`src/rtl/alu_op_sequencer_if.sv`:
```
// Request/response bundle between the control unit and the ALU op sequencer.
// The control unit (master) issues start/op/abort; the sequencer (slave)
// answers with the handshake status, the one-hot ALU select and the Z-load,
// done and err strobes.
interface alu_op_sequencer_if #(
  parameter int SIG_COUNT = 13,
  parameter int OP_BITS   = 4
);

  logic                 start;
  logic [OP_BITS-1:0]   op;
  logic                 abort;
  logic                 ready;
  logic                 busy;
  logic [SIG_COUNT-1:0] ctrl_signal;
  logic                 z_load;
  logic                 done;
  logic                 err;

  modport master (
    output start,
    output op,
    output abort,
    input  ready,
    input  busy,
    input  ctrl_signal,
    input  z_load,
    input  done,
    input  err
  );

  modport slave (
    input  start,
    input  op,
    input  abort,
    output ready,
    output busy,
    output ctrl_signal,
    output z_load,
    output done,
    output err
  );

endinterface

```
`src/rtl/alu_op_sequencer.sv`:
```
// Multi-cycle ALU sequencer. Accepts one opcode per start/ready handshake,
// holds the one-hot ALU select for an opcode-dependent settle time so the
// long multiply/divide paths can resolve, pulses the Z (HI/LO) load and then
// reports completion. Illegal opcodes skip the ALU and complete with err.
// Every output is a flop: the next-state logic also computes the next output
// values, so outputs change exactly on the edge that enters a state.
module alu_op_sequencer #(
  parameter int SIG_COUNT    = 13,
  parameter int OP_BITS      = 4,
  parameter int BASIC_CYCLES = 1,
  parameter int MUL_CYCLES   = 4,
  parameter int DIV_CYCLES   = 8
) (
  input logic                clk,
  input logic                clr,
  alu_op_sequencer_if.slave  bus
);

  // Longest settle time sets the counter width; the counter holds L-1.
  localparam int MAX_AB  = (BASIC_CYCLES > MUL_CYCLES) ? BASIC_CYCLES : MUL_CYCLES;
  localparam int MAX_CYC = (MAX_AB > DIV_CYCLES) ? MAX_AB : DIV_CYCLES;
  localparam int CNT_W   = (MAX_CYC > 1) ? $clog2(MAX_CYC) : 1;

  localparam logic [CNT_W-1:0]   BASIC_LOAD = CNT_W'(BASIC_CYCLES - 1);
  localparam logic [CNT_W-1:0]   MUL_LOAD   = CNT_W'(MUL_CYCLES - 1);
  localparam logic [CNT_W-1:0]   DIV_LOAD   = CNT_W'(DIV_CYCLES - 1);
  localparam logic [OP_BITS-1:0] OP_MUL     = OP_BITS'(2);
  localparam logic [OP_BITS-1:0] OP_DIV     = OP_BITS'(3);

  typedef enum logic [1:0] {
    S_IDLE,
    S_EXEC,
    S_WRITE,
    S_DONE
  } state_t;

  state_t               state_q, state_d;
  logic [CNT_W-1:0]     cnt_q, cnt_d;
  logic [OP_BITS-1:0]   op_q, op_d;

  logic                 ready_q, ready_d;
  logic                 busy_q, busy_d;
  logic [SIG_COUNT-1:0] ctrl_q, ctrl_d;
  logic                 z_load_q, z_load_d;
  logic                 done_q, done_d;
  logic                 err_q, err_d;

  logic                 op_legal;
  logic [CNT_W-1:0]     load_val;

  // Opcode decode for the request currently on the bus.
  always_comb begin
    // NOTE: every combinational output gets a default first, so no path
    // through the case statements leaves a variable unassigned (no latch).
    load_val = BASIC_LOAD;
    op_legal = (32'(bus.op) < 32'(SIG_COUNT));
    if (bus.op == OP_MUL) begin
      load_val = MUL_LOAD;
    end else if (bus.op == OP_DIV) begin
      load_val = DIV_LOAD;
    end
  end

  // Next state, settle counter, latched opcode and next output values.
  always_comb begin
    state_d = state_q;
    cnt_d   = cnt_q;
    op_d    = op_q;
    err_d   = 1'b0;

    unique case (state_q)
      S_IDLE: begin
        // start wins over a simultaneous abort; abort means nothing here.
        if (bus.start) begin
          op_d = bus.op;
          if (op_legal) begin
            cnt_d   = load_val;
            state_d = S_EXEC;
          end else begin
            err_d   = 1'b1;
            state_d = S_DONE;
          end
        end
      end

      S_EXEC: begin
        if (bus.abort) begin
          state_d = S_IDLE;
        end else if (cnt_q == '0) begin
          state_d = S_WRITE;
        end else begin
          cnt_d = cnt_q - 1'b1;
        end
      end

      S_WRITE: begin
        // The z_load of this cycle is already in its flop; abort only
        // suppresses the completion pulse.
        state_d = bus.abort ? S_IDLE : S_DONE;
      end

      S_DONE: begin
        state_d = S_IDLE;
      end

      default: begin
        state_d = S_IDLE;
      end
    endcase

    ready_d  = (state_d == S_IDLE);
    busy_d   = (state_d == S_EXEC) || (state_d == S_WRITE);
    ctrl_d   = busy_d ? (SIG_COUNT'(1) << op_d) : '0;
    z_load_d = (state_d == S_WRITE);
    done_d   = (state_d == S_DONE);
  end

  // State and output registers with synchronous clear.
  always_ff @(posedge clk) begin
    // NOTE: sequential state is updated with non-blocking assignments only,
    // so every flop samples the pre-edge values regardless of statement order.
    if (clr) begin
      state_q  <= S_IDLE;
      cnt_q    <= '0;
      op_q     <= '0;
      ready_q  <= 1'b1;
      busy_q   <= 1'b0;
      ctrl_q   <= '0;
      z_load_q <= 1'b0;
      done_q   <= 1'b0;
      err_q    <= 1'b0;
    end else begin
      state_q  <= state_d;
      cnt_q    <= cnt_d;
      op_q     <= op_d;
      ready_q  <= ready_d;
      busy_q   <= busy_d;
      ctrl_q   <= ctrl_d;
      z_load_q <= z_load_d;
      done_q   <= done_d;
      err_q    <= err_d;
    end
  end

  assign bus.ready       = ready_q;
  assign bus.busy        = busy_q;
  assign bus.ctrl_signal = ctrl_q;
  assign bus.z_load      = z_load_q;
  assign bus.done        = done_q;
  assign bus.err         = err_q;

endmodule

```
`src/flat_wrapper.sv`:
```
// flat-port wrapper written by rule: the top's interface ports become plain ports
module alu_op_sequencer_flat 
#(
  parameter int SIG_COUNT    = 13,
  parameter int OP_BITS      = 4,
  parameter int BASIC_CYCLES = 1,
  parameter int MUL_CYCLES   = 4,
  parameter int DIV_CYCLES   = 8
)
  (clk, clr, bus_start, bus_op, bus_abort, bus_ready, bus_busy, bus_ctrl_signal, bus_z_load, bus_done, bus_err);
  alu_op_sequencer_if #(.SIG_COUNT(SIG_COUNT), .OP_BITS(OP_BITS)) bus_i ();
  input logic clk;
  input logic clr;
  input wire logic [$bits(bus_i.start)-1:0] bus_start;
  input wire logic [$bits(bus_i.op)-1:0] bus_op;
  input wire logic [$bits(bus_i.abort)-1:0] bus_abort;
  output wire logic [$bits(bus_i.ready)-1:0] bus_ready;
  output wire logic [$bits(bus_i.busy)-1:0] bus_busy;
  output wire logic [$bits(bus_i.ctrl_signal)-1:0] bus_ctrl_signal;
  output wire logic [$bits(bus_i.z_load)-1:0] bus_z_load;
  output wire logic [$bits(bus_i.done)-1:0] bus_done;
  output wire logic [$bits(bus_i.err)-1:0] bus_err;
  assign bus_i.start = bus_start;
  assign bus_i.op = bus_op;
  assign bus_i.abort = bus_abort;
  assign bus_ready = bus_i.ready;
  assign bus_busy = bus_i.busy;
  assign bus_ctrl_signal = bus_i.ctrl_signal;
  assign bus_z_load = bus_i.z_load;
  assign bus_done = bus_i.done;
  assign bus_err = bus_i.err;
  alu_op_sequencer #(.SIG_COUNT(SIG_COUNT), .OP_BITS(OP_BITS), .BASIC_CYCLES(BASIC_CYCLES), .MUL_CYCLES(MUL_CYCLES), .DIV_CYCLES(DIV_CYCLES)) u_core (.clk(clk), .clr(clr), .bus(bus_i));
endmodule
```
`config.mk`:
```
export PLATFORM = sky130hd
export DESIGN_NAME = alu_op_sequencer_flat
export DESIGN_NICKNAME = d
export VERILOG_FILES = /design/src/rtl/alu_op_sequencer_if.sv /design/src/rtl/alu_op_sequencer.sv /design/src/flat_wrapper.sv
export SDC_FILE = /design/constraint.sdc
export NUM_CORES = 1
export LEC_CHECK = 0
export CORE_UTILIZATION = 35
export DETAILED_ROUTE_END_ITERATION = 10
export PLACE_DENSITY = 0.68
export SETUP_SLACK_MARGIN = 0.05
export SLEW_MARGIN = 20
export SYNTH_ARGS = -nofsm -noshare
export SYNTH_HDL_FRONTEND = slang
export SYNTH_SLANG_ARGS = --single-unit
```
`constraint.sdc`:
```
create_clock -name clk -period 4.2 [get_ports clk]
set_input_delay 0.84 -clock clk [delete_from_list [all_inputs] [get_ports clk]]
set_output_delay 0.84 -clock clk [all_outputs]
set_load 0.05 [all_outputs]
```
* Word level (Yosys, flattened, before mapping)
Cells that the tools add are included.
** Cells by class
- Add/subtract/negate cells :: 1
- Order comparisons :: 1
- Equality and inequality tests :: 12
- Shift operators :: 1
- Mux-type cells :: 16
- Bitwise logic cells :: 3
- Reduce and logical (&&, ||, !) cells :: 8
** Operator list (count)
- $mux W3 :: 6
- $shl A1 B4 Y13 const A :: 1
- $mux W2 :: 5
- $eq A2 B2 Y1 const B :: 4
- $eq A4 B2 Y1 const B :: 2
- $mux W4 :: 2
- $pmux W2 S4 :: 1
- $ne A2 B2 Y1 const B :: 3
- $pmux W3 S2 :: 1
- $reduce_and A5 Y1 :: 1
- $eq A2 B1 Y1 const B :: 2
- $logic_not A2 Y1 :: 2
- $lt A4 B4 Y1 const B :: 1
- $logic_not A3 Y1 :: 1
- $not A1 Y1 :: 3
- $reduce_or A3 Y1 :: 1
- $sub A3 B1 Y3 const B :: 1
- $ne A2 B1 Y1 const B :: 1
- $reduce_bool A2 Y1 :: 1
- $reduce_or A2 Y1 :: 1
- $logic_or A1 B1 Y1 :: 1
- $mux W1 :: 1
** Word-level totals
- Flip-flop bits (word level) :: 27
- Input bits :: 8
- Output and inout bits :: 18
- Logic and storage cells :: 51

* Depth between registers and ports, before layout
Gate-level depths: netlist of the first run.
- Depth in word-level cells :: 8
- Mapped depth :: 9

* Worst setup path before layout of the first run
OpenSTA, ideal clock, no wires.
- Path type :: input port to flip-flop
- From :: in bus_op[1]
- To :: reg u_core.ctrl_q[4], in the netlist u_core.bus.ctrl_signal[4]
- Library setup time :: 0.066 ns
- Arrival :: 2.173 ns
- Required time :: 4.134 ns
- Setup slack :: 1.961 ns
- Stages on the path :: 8
- Buffers on the path :: 0
- Cell sequence :: o211a_1 > a21oi_1 > o32a_1 > inv_1 > ha_1 > nor2b_1 > nand3b_1 > nor2_1
** Between the ends
- Word-level cells in the longest chain between the ends :: 8
- Elaborated cells between the ends (all ways) :: 12
- Classes of those cells :: order compare (1); eq/ne (2); shift (1); mux (5); bitwise (1); reduce/logical (2)
** Ends and longest elaborated chain
- start, declared :: RTL line flat_wrapper.sv:15 : input wire logic [$bits(bus_i.op)-1:0] bus_op;
- $lt A4 B4 Y1 * :: RTL line alu_op_sequencer.sv:56 : op_legal = (32'(bus.op) < 32'(SIG_COUNT));
- $mux W2 * :: RTL line alu_op_sequencer.sv:76 : if (op_legal) begin
- $mux W2 * :: RTL line alu_op_sequencer.sv:74 : if (bus.start) begin
- $pmux W2 S4 * :: RTL line alu_op_sequencer.sv:71 : unique case (state_q)
- via u_core.state_d[1] :: RTL line alu_op_sequencer.sv:37 : state_t state_q, state_d;
- $eq A2 B1 Y1 / $eq A2 B2 Y1 (equally long branches) :: RTL line alu_op_sequencer.sv:112 : busy_d = (state_d == S_EXEC) || (state_d == S_WRITE);
- $logic_or A1 B1 Y1 * :: RTL line alu_op_sequencer.sv:112
- via u_core.busy_d :: RTL line alu_op_sequencer.sv:42 : logic busy_q, busy_d;
- $not A1 Y1 (no line) *
- $reduce_or A2 Y1 (no line) *
- end signal, assigned :: RTL line alu_op_sequencer.sv:138 : ctrl_q <= ctrl_d;
- end, declared :: RTL line alu_op_sequencer.sv:43 : logic [SIG_COUNT-1:0] ctrl_q, ctrl_d;
Mark *: on every way through the listed nets, which the timed path passes. The rest lies on a longest branch.
A chain may end at the register's enable or synchronous reset.

* Final worst setup path of the first run
- From :: in bus_op[1]
- To :: reg u_core.ctrl_q[6], in the netlist u_core.bus.ctrl_signal[6]
The elaborated chain is that of the path after synthesis.

==> results of run 1 <==
-- worst max-delay path: stages --
cell and delay (ps):
clkdlybuf4s50_1 500, o211a_1 270, a21oi_1 140, o32a_1 210, inv_1 80, ha_1 270
nor2b_1 270, nand3b_1 220, nor2_1 150
-- cell type report --
cell class	instances	area [um^2]
tap	31	38.8
multi-input combinational	68	464
inverter	4	15.0
sequential	27	541
clock inverter	1	7.51
timing repair buffer	25	250
clock buffer	3	22.5
fill	262	1420
-- registers in the layout, summed over array words and instances, names as in the netlist --
signal and flops:
u_core.bus.busy 1, u_core.bus.ctrl_signal 13, u_core.bus.done 1, u_core.bus.err 1, u_core.bus.ready 1, u_core.bus.z_load 1
u_core.cnt_q 3, u_core.op_q 4, u_core.state_q 2
-- how the worst max path moves through the flow --
stage,end,from,cells after the start
CTS,u_core.bus.ctrl_signal[6],bus_op[1],9
floorplan,u_core.bus.ctrl_signal[4],bus_op[1],8
global placement,u_core.bus.ctrl_signal[6],bus_op[1],9
detailed placement,u_core.bus.ctrl_signal[6],bus_op[1],9
global route,u_core.bus.ctrl_signal[6],bus_op[1],9
finish,u_core.bus.ctrl_signal[6],bus_op[1],9
-- synth_stat cells, types with 2 or more instances --
| cell type | number | area [um^2] |
|---|---|---|
| a21oi_1 | 2 | 10.0 |
| dfxtp_1 | 27 | 541 |
| ha_1 | 5 | 62.6 |
| inv_1 | 4 | 15.0 |
| mux2i_1 | 4 | 40.0 |
| nand2_1 | 3 | 11.3 |
| nand2b_1 | 4 | 25.0 |
| nand3b_1 | 2 | 15.0 |
| nor2_1 | 22 | 82.6 |
| nor2b_1 | 6 | 37.5 |
-- per-layer routing --
metal  part of all wire [%]  up-vias  GRT usage [%]
li1                       -      394              -
met1                     48      349           17.2
met2                     48        9           20.7
met3                    2.6        2           1.63
met4                    1.5        0           6.27
met5                      0        -              0
-- power groups by stage --
stage	Combinational, uW	Sequential [uW]	Clock (uW)
after CTS	117	278	118
after global placement	115	283	0
after detailed placement	116	283	0
after global routing	127	279	127
after floorplan	56.3	307	0
final	116	277	112
-- cell families (layout without fill, tap and decap cells) --
logic type / Yosys count / after routing / synth area share, %
AO/OA/AOI/OAI: 12 / 12 / 9.54
AND/OR/NAND/NOR: 47 / 47 / 25.8
buffers and inverters: 5 / 33 / 1.83
flip-flops: 27 / 27 / 52.8
adder cells (fa/ha/maj): 5 / 5 / 6.11
multiplexers: 4 / 4 / 3.91
-- metrics by stage --
step	power [uW]	area, um^2	hold WS (ps)
global placement	398	1310	477
CTS	513	1340	528
floorplan	364	1020	458
detailed placement	399	1310	510
global route	533	1340	574
finish	505	1340	514
-- layout by cell type (no fill, tap or decap), types with 2 or more instances in the layout --
master and instances:
mux2i_1 4, clkbuf_4 3, nand3b_1 2, nor2_1 22, nor2b_1 6, nand2b_1 4, inv_1 4, dfxtp_1 27
ha_1 5, clkdlybuf4s50_1 25, a21oi_1 2, nand2_1 3
==> out/qor.yml, run 1 <==
synth_edf_count: 0
layout.cells.non_filler: 159
grt_max_degree: 17
cts-root-buf: "clkbuf_4"
clock_sinks: 27
die_area_um2: 3140
die_h_um: 56.1
hpwl_mm: 1.39
place_congestion: 0.875
reg2regPathDepth: 9
switchingPower_uw: 153
grt_first_pass_wirelength_mm: 3.23
design.core.area_um2: 2760
h-tree-depth: 1
power_frac_seq_pct: 54.9
clkTransAtPathRegs_ps: 140
hold_violations: 0
pre_cts_slack_ps: 1190
crit_type: "in -> reg"
rsz0062_at_grt: "no"
cts_buffers: 3
hold_end: "u_core.cnt_q[2]"
cp_max_fo: 6
cts_tree: "done"
hold_depth: 2
max_freq_mhz: 372
fin_crit_ps: 2690
drtIter0Drc: 8
finalSetupViolations: 0
worst_pin_slew_ps: 502
outcome: "completed"
r2r_end: "u_core.bus.ctrl_signal[6]"
numPortBuffers: 25
routed_wl_mm: 1.85
min-delay-start: "u_core.cnt_q[2]"
fp.dieW_um: 56.1
intPower_uw: 352
syn_inst: 100
grt_overflow: 0
relSlewSlack_pct: 66.4
timing.rr.start: "u_core.cnt_q[0]"
layout_setup_ws_ps: 1510
routedWlPerCell_um: 11.6
synth_seq_cells: 27
maxCapViolCount: 0
crit_arrival_ps: 2950
clk_latency_ps: 320
finalCritPeriodShare_pct: 64.0
maxSlewViolCount: 0
initial_core_util_pct: 37.1
finClkSkew_ps: 2.52
leakagePower_uw: 0.000527
synthArstFlopShare_pct: 0
ant_nets: 0
io_pins: 26
tns_ps: 0
drt_first_pass_iters: 4
rrSetupSlack_ps: 2140
viasPerCell: 4.74
required_ps: 4460
rows: 19
synth_warnings: 0
antenna_found_initial: 0
ir_drop_mv: 0.270
grt_pass1_vias: 719
p_clk_share_pct: 22.1
yosysSeqAreaShare_pct: 52.8
fin_nets: 142
track_usage_pct: 12.9
postSynthAreaPerCell_um2: 10.2
post_cts_resized: 0
drive_gt1_share_pct: 7.03
post-cts-setup-buffer-count: 0
syn_to_final_growth_pct: 30.8
powerDensity_nw_per_um2: 377
clockBufferDepth: 2
critPathCaptureType: "register"
insertedDiodeCount: 0
p_comb_share_pct: 23.0
ys_types: 31
power.share.switching_pct: 30.3
hold_path.class: "reg -> reg"
drc_errors: 0
postCtsHoldBufs: 0
fin_util_pct: 48.5
synthFlopType: "dfxtp_1"
synth_area_um2: 1020
syn-num-nets: 113
routed-via-count: 754
placed_cells: 155
start_kind: "input port"
Note: power is estimated with default switching activity, not from simulation.
==> run 2, diff against run 1 <==
--- a/config.mk
+++ b/config.mk
@@ -7,7 +7,7 @@
 export LEC_CHECK = 0
 export CORE_UTILIZATION = 35
 export DETAILED_ROUTE_END_ITERATION = 10
-export PLACE_DENSITY = 0.68
+export PLACE_DENSITY = 0.71
 export SETUP_SLACK_MARGIN = 0.05
 export SLEW_MARGIN = 20
 export SYNTH_ARGS = -nofsm -noshare
==> constraint.sdc (replaced) <==
create_clock -name clk -period 2.3 [get_ports clk]
set_input_delay 0.46 -clock clk [delete_from_list [all_inputs] [get_ports clk]]
set_output_delay 0.46 -clock clk [all_outputs]
set_load 0.05 [all_outputs]
==> run 2 against run 1 <==
Register-to-register slack worse by 1800 ps; sequential share of layout area is 2.6 points lower; total power increased by 90%; non-clock buffer count increased by 12; clock power increased by 85%; largest power group unchanged; highest routed layer unchanged.
==> out/qor.yml, run 2 (synthesis results as in run 1) <==
start_kind: "input port"
antenna_found_initial: 0  # unchanged
viasPerCell: 4.76  # +0.38%
finClkSkew_ps: 7.57  # +5.06 ps
powerDensity_nw_per_um2: 669  # +77%
numPortBuffers: 25  # unchanged
intPower_uw: 667  # +89%
clk_latency_ps: 320  # about the same
finalCritPeriodShare_pct: 90.3
insertedDiodeCount: 0  # unchanged
routed-via-count: 814  # +8.0%
p_clk_share_pct: 21.6  # -0.5 points
final_cell_mix: "dfxtp_1 (27), clkdlybuf4s50_1 (25), nor2_1 (22)"
drc_errors: 0  # unchanged
postCtsHoldBufs: 0  # unchanged
slowest_delay_ps: 430  # -70 ps
post-cts-setup-buffer-count: 0  # unchanged
critPathCaptureType: "register"
reg2regPathDepth: 7  # -2
cts_tree: "done"
maxCapViolCount: 0  # unchanged
layout.cells.non_filler: 171  # +7.5%
hpwl_mm: 1.58  # +13%
track_usage_pct: 14.3  # +1.3 points
outcome: "completed"
timing.rr.start: "u_core.state_q[0]"
grt_first_pass_wirelength_mm: 3.53  # +9.4%
relSlewSlack_pct: 66.1  # -0.34 points
cp_max_fo: 5  # -1
clockBufferDepth: 2  # unchanged
drive_gt1_share_pct: 15.7  # +8.7 points
largest_reg_flops: 13  # unchanged
hold_violations: 0  # unchanged
switchingPower_uw: 291  # +90%
finalSetupViolations: 0  # unchanged
ant_nets: 0  # unchanged
p_comb_share_pct: 25.5  # +2.5 points
crit_start: "bus_op[1]"
h-tree-depth: 1  # unchanged
ir_drop_mv: 0.444  # +64%
slowest_stage: "clkdlybuf4s50_1"
r2r_end: "u_core.bus.ctrl_signal[3]"
design.core.area_um2: 2760  # unchanged
power.share.switching_pct: 30.4  # +0.060 points
syn_to_final_growth_pct: 39.9
rrSetupSlack_ps: 380  # -1760 ps
crit_type: "in -> reg"
grt_max_degree: 17  # unchanged
grt_overflow: 0  # unchanged
worst_pin_slew_ps: 507  # +5.11 ps
rows: 19  # unchanged
path_cells: "clkdlybuf4s50_1, o211a_1, a21oi_1, o32a_1, inv_1, ha_1, nor2b_2, nand3_1, nor2_1"
drtIter0Drc: 7  # -1
io_pins: 26  # unchanged
clock_sinks: 27  # unchanged
placed_cells: 167  # +7.7%
post_cts_resized: 0  # unchanged
fillers: 246  # -6.1%
power_frac_seq_pct: 52.9  # -2.0 points
hold_path.class: "reg -> reg"
required_ps: 2560  # -1900 ps
die_area_um2: 3140  # unchanged
cts_buffers: 3  # unchanged
maxSlewViolCount: 0  # unchanged
max_freq_mhz: 481
drt_first_pass_iters: 4  # unchanged
rsz0062_at_grt: "no"
clkTransAtPathRegs_ps: 150  # about the same
crit_end: "u_core.bus.ctrl_signal[3]"
die_h_um: 56.1  # unchanged
hold_slack_ps: 500  # -14.4 ps
total_power_uw: 958  # +90%
place_congestion: 0.791  # -9.6%
layout_commonest_cell: "dfxtp_1"
fp.dieW_um: 56.1  # unchanged
fin_nets: 154  # +8.5%
crit_arrival_ps: 2340  # -610 ps
leakagePower_uw: 0.000584  # +11%
routed_wl_mm: 2.00  # +8.3%
fin_crit_ps: 2080
cts-root-buf: "clkbuf_4"
initial_core_util_pct: 37.1  # unchanged
routedWlPerCell_um: 11.7  # +0.68%
grt_pass1_vias: 830  # +15%
-- run 2: through the flow --
stage	instance area, um^2	setup slack, ps	utilization, %	setup TNS, ps
detailed placement	1400	-224	50.7	-2490
floorplan	1020	441	-	0
global route	1430	105	51.9	0
CTS	1430	120	51.8	0
finish	1430	222	51.9	0
global placement	1400	-111	50.7	-1050
-- run 2: layout make-up --
cell class / count / area [um^2] / area share (%)
repair buffers: 37 / 340 / 23.8
clock buffers: 3 / 22.5 / 1.57
well taps: 31 / 38.8 / 2.71
clock inverters: 1 / 7.51 / 0.524
inverters: 4 / 15.0 / 1.05
flip-flops and latches: 27 / 541 / 37.8
multi-input cells: 68 / 467 / 32.6
-- run 2: how the worst min path moves through the flow --
stage / startpoint / end / slack, ps / depth (start not counted)
after detailed placement: u_core.cnt_q[2] / u_core.cnt_q[2] / 480 / 2
after global routing: u_core.cnt_q[2] / u_core.cnt_q[2] / 530 / 2
after CTS: u_core.cnt_q[2] / u_core.cnt_q[2] / 500 / 2
final: u_core.cnt_q[2] / u_core.cnt_q[2] / 500 / 2
after global placement: u_core.cnt_q[2] / u_core.cnt_q[2] / 470 / 2
after floorplan: u_core.cnt_q[2] / u_core.cnt_q[2] / 460 / 2
-- run 2: worst max-delay path: cells and delay by family --
kind	cells	cell delay, ps
buffers and inverters	2	490
AOI/OAI and AO/OA	3	590
and+or+nand+nor	3	530
adders and majority gates	1	270
-- run 2: power by group through the flow --
stage / logic, uW / registers, uW / clock network, uW
finish: 244 / 507 / 207
global route: 265 / 510 / 241
CTS: 243 / 507 / 216
detailed placement: 242 / 517 / 0
global placement: 237 / 516 / 0
floorplan: 103 / 561 / 0
-- run 2: metal layers --
layer / global-route usage [%] / vias up / wire length (um)
li1: - / 418 / -
met1: 17.5 / 384 / 961
met2: 23.8 / 10 / 981
met3: 2.79 / 2 / 43
met4: 6.97 / 0 / 14
met5: 0 / - / 0
==> run 3, diff against run 2 <==
--- a/config.mk
+++ b/config.mk
@@ -5,9 +5,11 @@
 export SDC_FILE = /design/constraint.sdc
 export NUM_CORES = 1
 export LEC_CHECK = 0
-export CORE_UTILIZATION = 35
+export CELL_PAD_IN_SITES_DETAIL_PLACEMENT = 1
+export CELL_PAD_IN_SITES_GLOBAL_PLACEMENT = 2
+export CORE_UTILIZATION = 26
 export DETAILED_ROUTE_END_ITERATION = 10
-export PLACE_DENSITY = 0.71
+export PLACE_DENSITY = 0.81
 export SETUP_SLACK_MARGIN = 0.05
 export SLEW_MARGIN = 20
 export SYNTH_ARGS = -nofsm -noshare
==> run 3 against run 2 <==
Critical path depth stayed put; sequential power about the same; combinational power up 5%; final area up 5.1%; clock power up 30%; via count grew 3.6%; non-clock buffer count is 3 higher; clock skew shrank 5.4 ps; setup slack got worse by 8.5 ps; largest cell class unchanged.
==> out/qor.yml, run 3 (synthesis results as in run 1) <==
outcome: "completed"
relSlewSlack_pct: 66.2  # +0.12 points
hold_slack_ps: 512  # +11.7 ps
rows: 22  # +3
finalCritPeriodShare_pct: 90.7  # +0.37 points
fin_nets: 157  # +1.9%
grt_max_degree: 17  # unchanged
die_h_um: 64.7  # +15%
ant_nets: 0  # unchanged
viasPerCell: 4.41  # -7.3%
finClkSkew_ps: 2.20  # -5.37 ps
final_cell_mix: "dfxtp_1 (27), clkdlybuf4s50_1 (25), nor2_1 (22)"
clock_sinks: 27  # unchanged
grt_pass1_vias: 929  # +12%
post-cts-setup-buffer-count: 0  # unchanged
clk_latency_ps: 270  # -50 ps
cp_max_fo: 5  # unchanged
grt_overflow: 0  # unchanged
hpwl_mm: 1.83  # +16%
track_usage_pct: 13.1  # -1.2 points
maxSlewViolCount: 0  # unchanged
die_area_um2: 4190  # +33%
tns_ps: 0  # unchanged
place_congestion: 0.786  # -0.67%
antenna_found_initial: 0  # unchanged
fin_crit_ps: 2090  # +8.54 ps
multiInputGateArea_um2: 477  # +2.1%
drive_gt1_share_pct: 18.2  # +2.5 points
initial_core_util_pct: 27.5  # -9.6 points
rsz0062_at_grt: "no"
drt_first_pass_iters: 2  # -2
required_ps: 2510  # -50 ps
ir_drop_mv: 0.444  # about the same
grt_first_pass_wirelength_mm: 4.15  # +18%
crit_type: "in -> reg"
hold_path.class: "reg -> reg"
layout_setup_ws_ps: 214  # -8.54 ps
clkTransAtPathRegs_ps: 90  # -60 ps
h-tree-depth: 1  # unchanged
critPathCaptureType: "register"
cts-root-buf: "clkbuf_8"
postCtsHoldBufs: 0  # unchanged
insertedDiodeCount: 0  # unchanged
seq_area_um2: 541  # unchanged
numPortBuffers: 25  # unchanged
cts_buffers: 3  # unchanged
pre_cts_slack_ps: -235  # -10.8 ps
io_pins: 26  # unchanged
powerDensity_nw_per_um2: 688  # +2.8%
finalSetupViolations: 0  # unchanged
cts_tree: "done"
syn_to_final_growth_pct: 46.9
start_kind: "input port"
hold_violations: 0  # unchanged
leakagePower_uw: 0.000611  # +4.7%
largest_reg_flops: 13  # unchanged
fillers: 427  # +74%
routed_wl_mm: 2.37  # +19%
drtIter0Drc: 44  # +37
fp.dieW_um: 64.7  # +15%
clockBufferDepth: 2  # unchanged
max_freq_mhz: 479  # -0.41%
layout_commonest_cell: "dfxtp_1"
drc_errors: 0  # unchanged
routedWlPerCell_um: 12.4  # +6.2%
design.core.area_um2: 3720  # +35%
worst_pin_slew_ps: 505  # -1.82 ps
maxCapViolCount: 0  # unchanged
crit_arrival_ps: 2300  # -40 ps
routed-via-count: 843  # +3.6%
run 3: worst paths after layout:
check | from | end | slack [ps] | depth (start not counted)
setup / recovery | bus_op[1] | u_core.bus.ctrl_signal[10] | 210 | 9
setup reg to reg | u_core.state_q[0] | u_core.bus.ctrl_signal[10] | 450 | 7
hold reg to reg | u_core.cnt_q[2] | u_core.cnt_q[2] | 510 | 2
hold / removal | u_core.cnt_q[2] | u_core.cnt_q[2] | 510 | 2
run 3: metal layers:
metal	vias up	wire, um	global-route usage [%]
met4	0	31	4.17
met2	18	1180	23.0
met1	393	1060	14.7
met3	4	105	4.23
li1	428	-	-
met5	-	0	0
run 3: report_power, final:
group,leakage (uW),switching [uW],internal [uW],total (uW)
Combinational,0.000370,142,115,257
Sequential,0.000220,13.7,494,507
Clock,0.0000217,147,123,270
run 3: stage by stage:
step	utilization [%]	area [um^2]	std cells	total power [uW]
final	40.5	1500	191	1030
after detailed placement	38.8	1440	187	771
after floorplan	-	1020	100	664
after global routing	40.5	1500	191	1100
after CTS	40.2	1490	191	1050
after global placement	38.8	1440	187	763
run 3: final cells by class:
cell class | instances | share of cell area, %
Timing Repair Buffer | 40 | 24.1
Clock inverter | 1 | 0.499
Sequential cell | 27 | 35.9
Multi-Input combinational cell | 68 | 31.7
Clock buffer | 3 | 2.75
Tap cell | 48 | 3.99
Inverter | 4 | 0.998
run 3: repair_timing:
| item | in CTS | in global routing |
|---|---|---|
| endpoints found under the setup margin | 2 | 8 |
| gates resized for setup | 1 | 2 |
| hold endpoints to repair | 0 | 0 |
| pin swaps | 0 | 1 |
run 3: critical path: stages:
cell	delay, ps
clkdlybuf4s50_1	440
o211a_1	250
a21oi_1	150
o32a_1	190
inv_1	60
ha_1	270
nor2b_4	170
nand3b_1	180
nor2_1	130
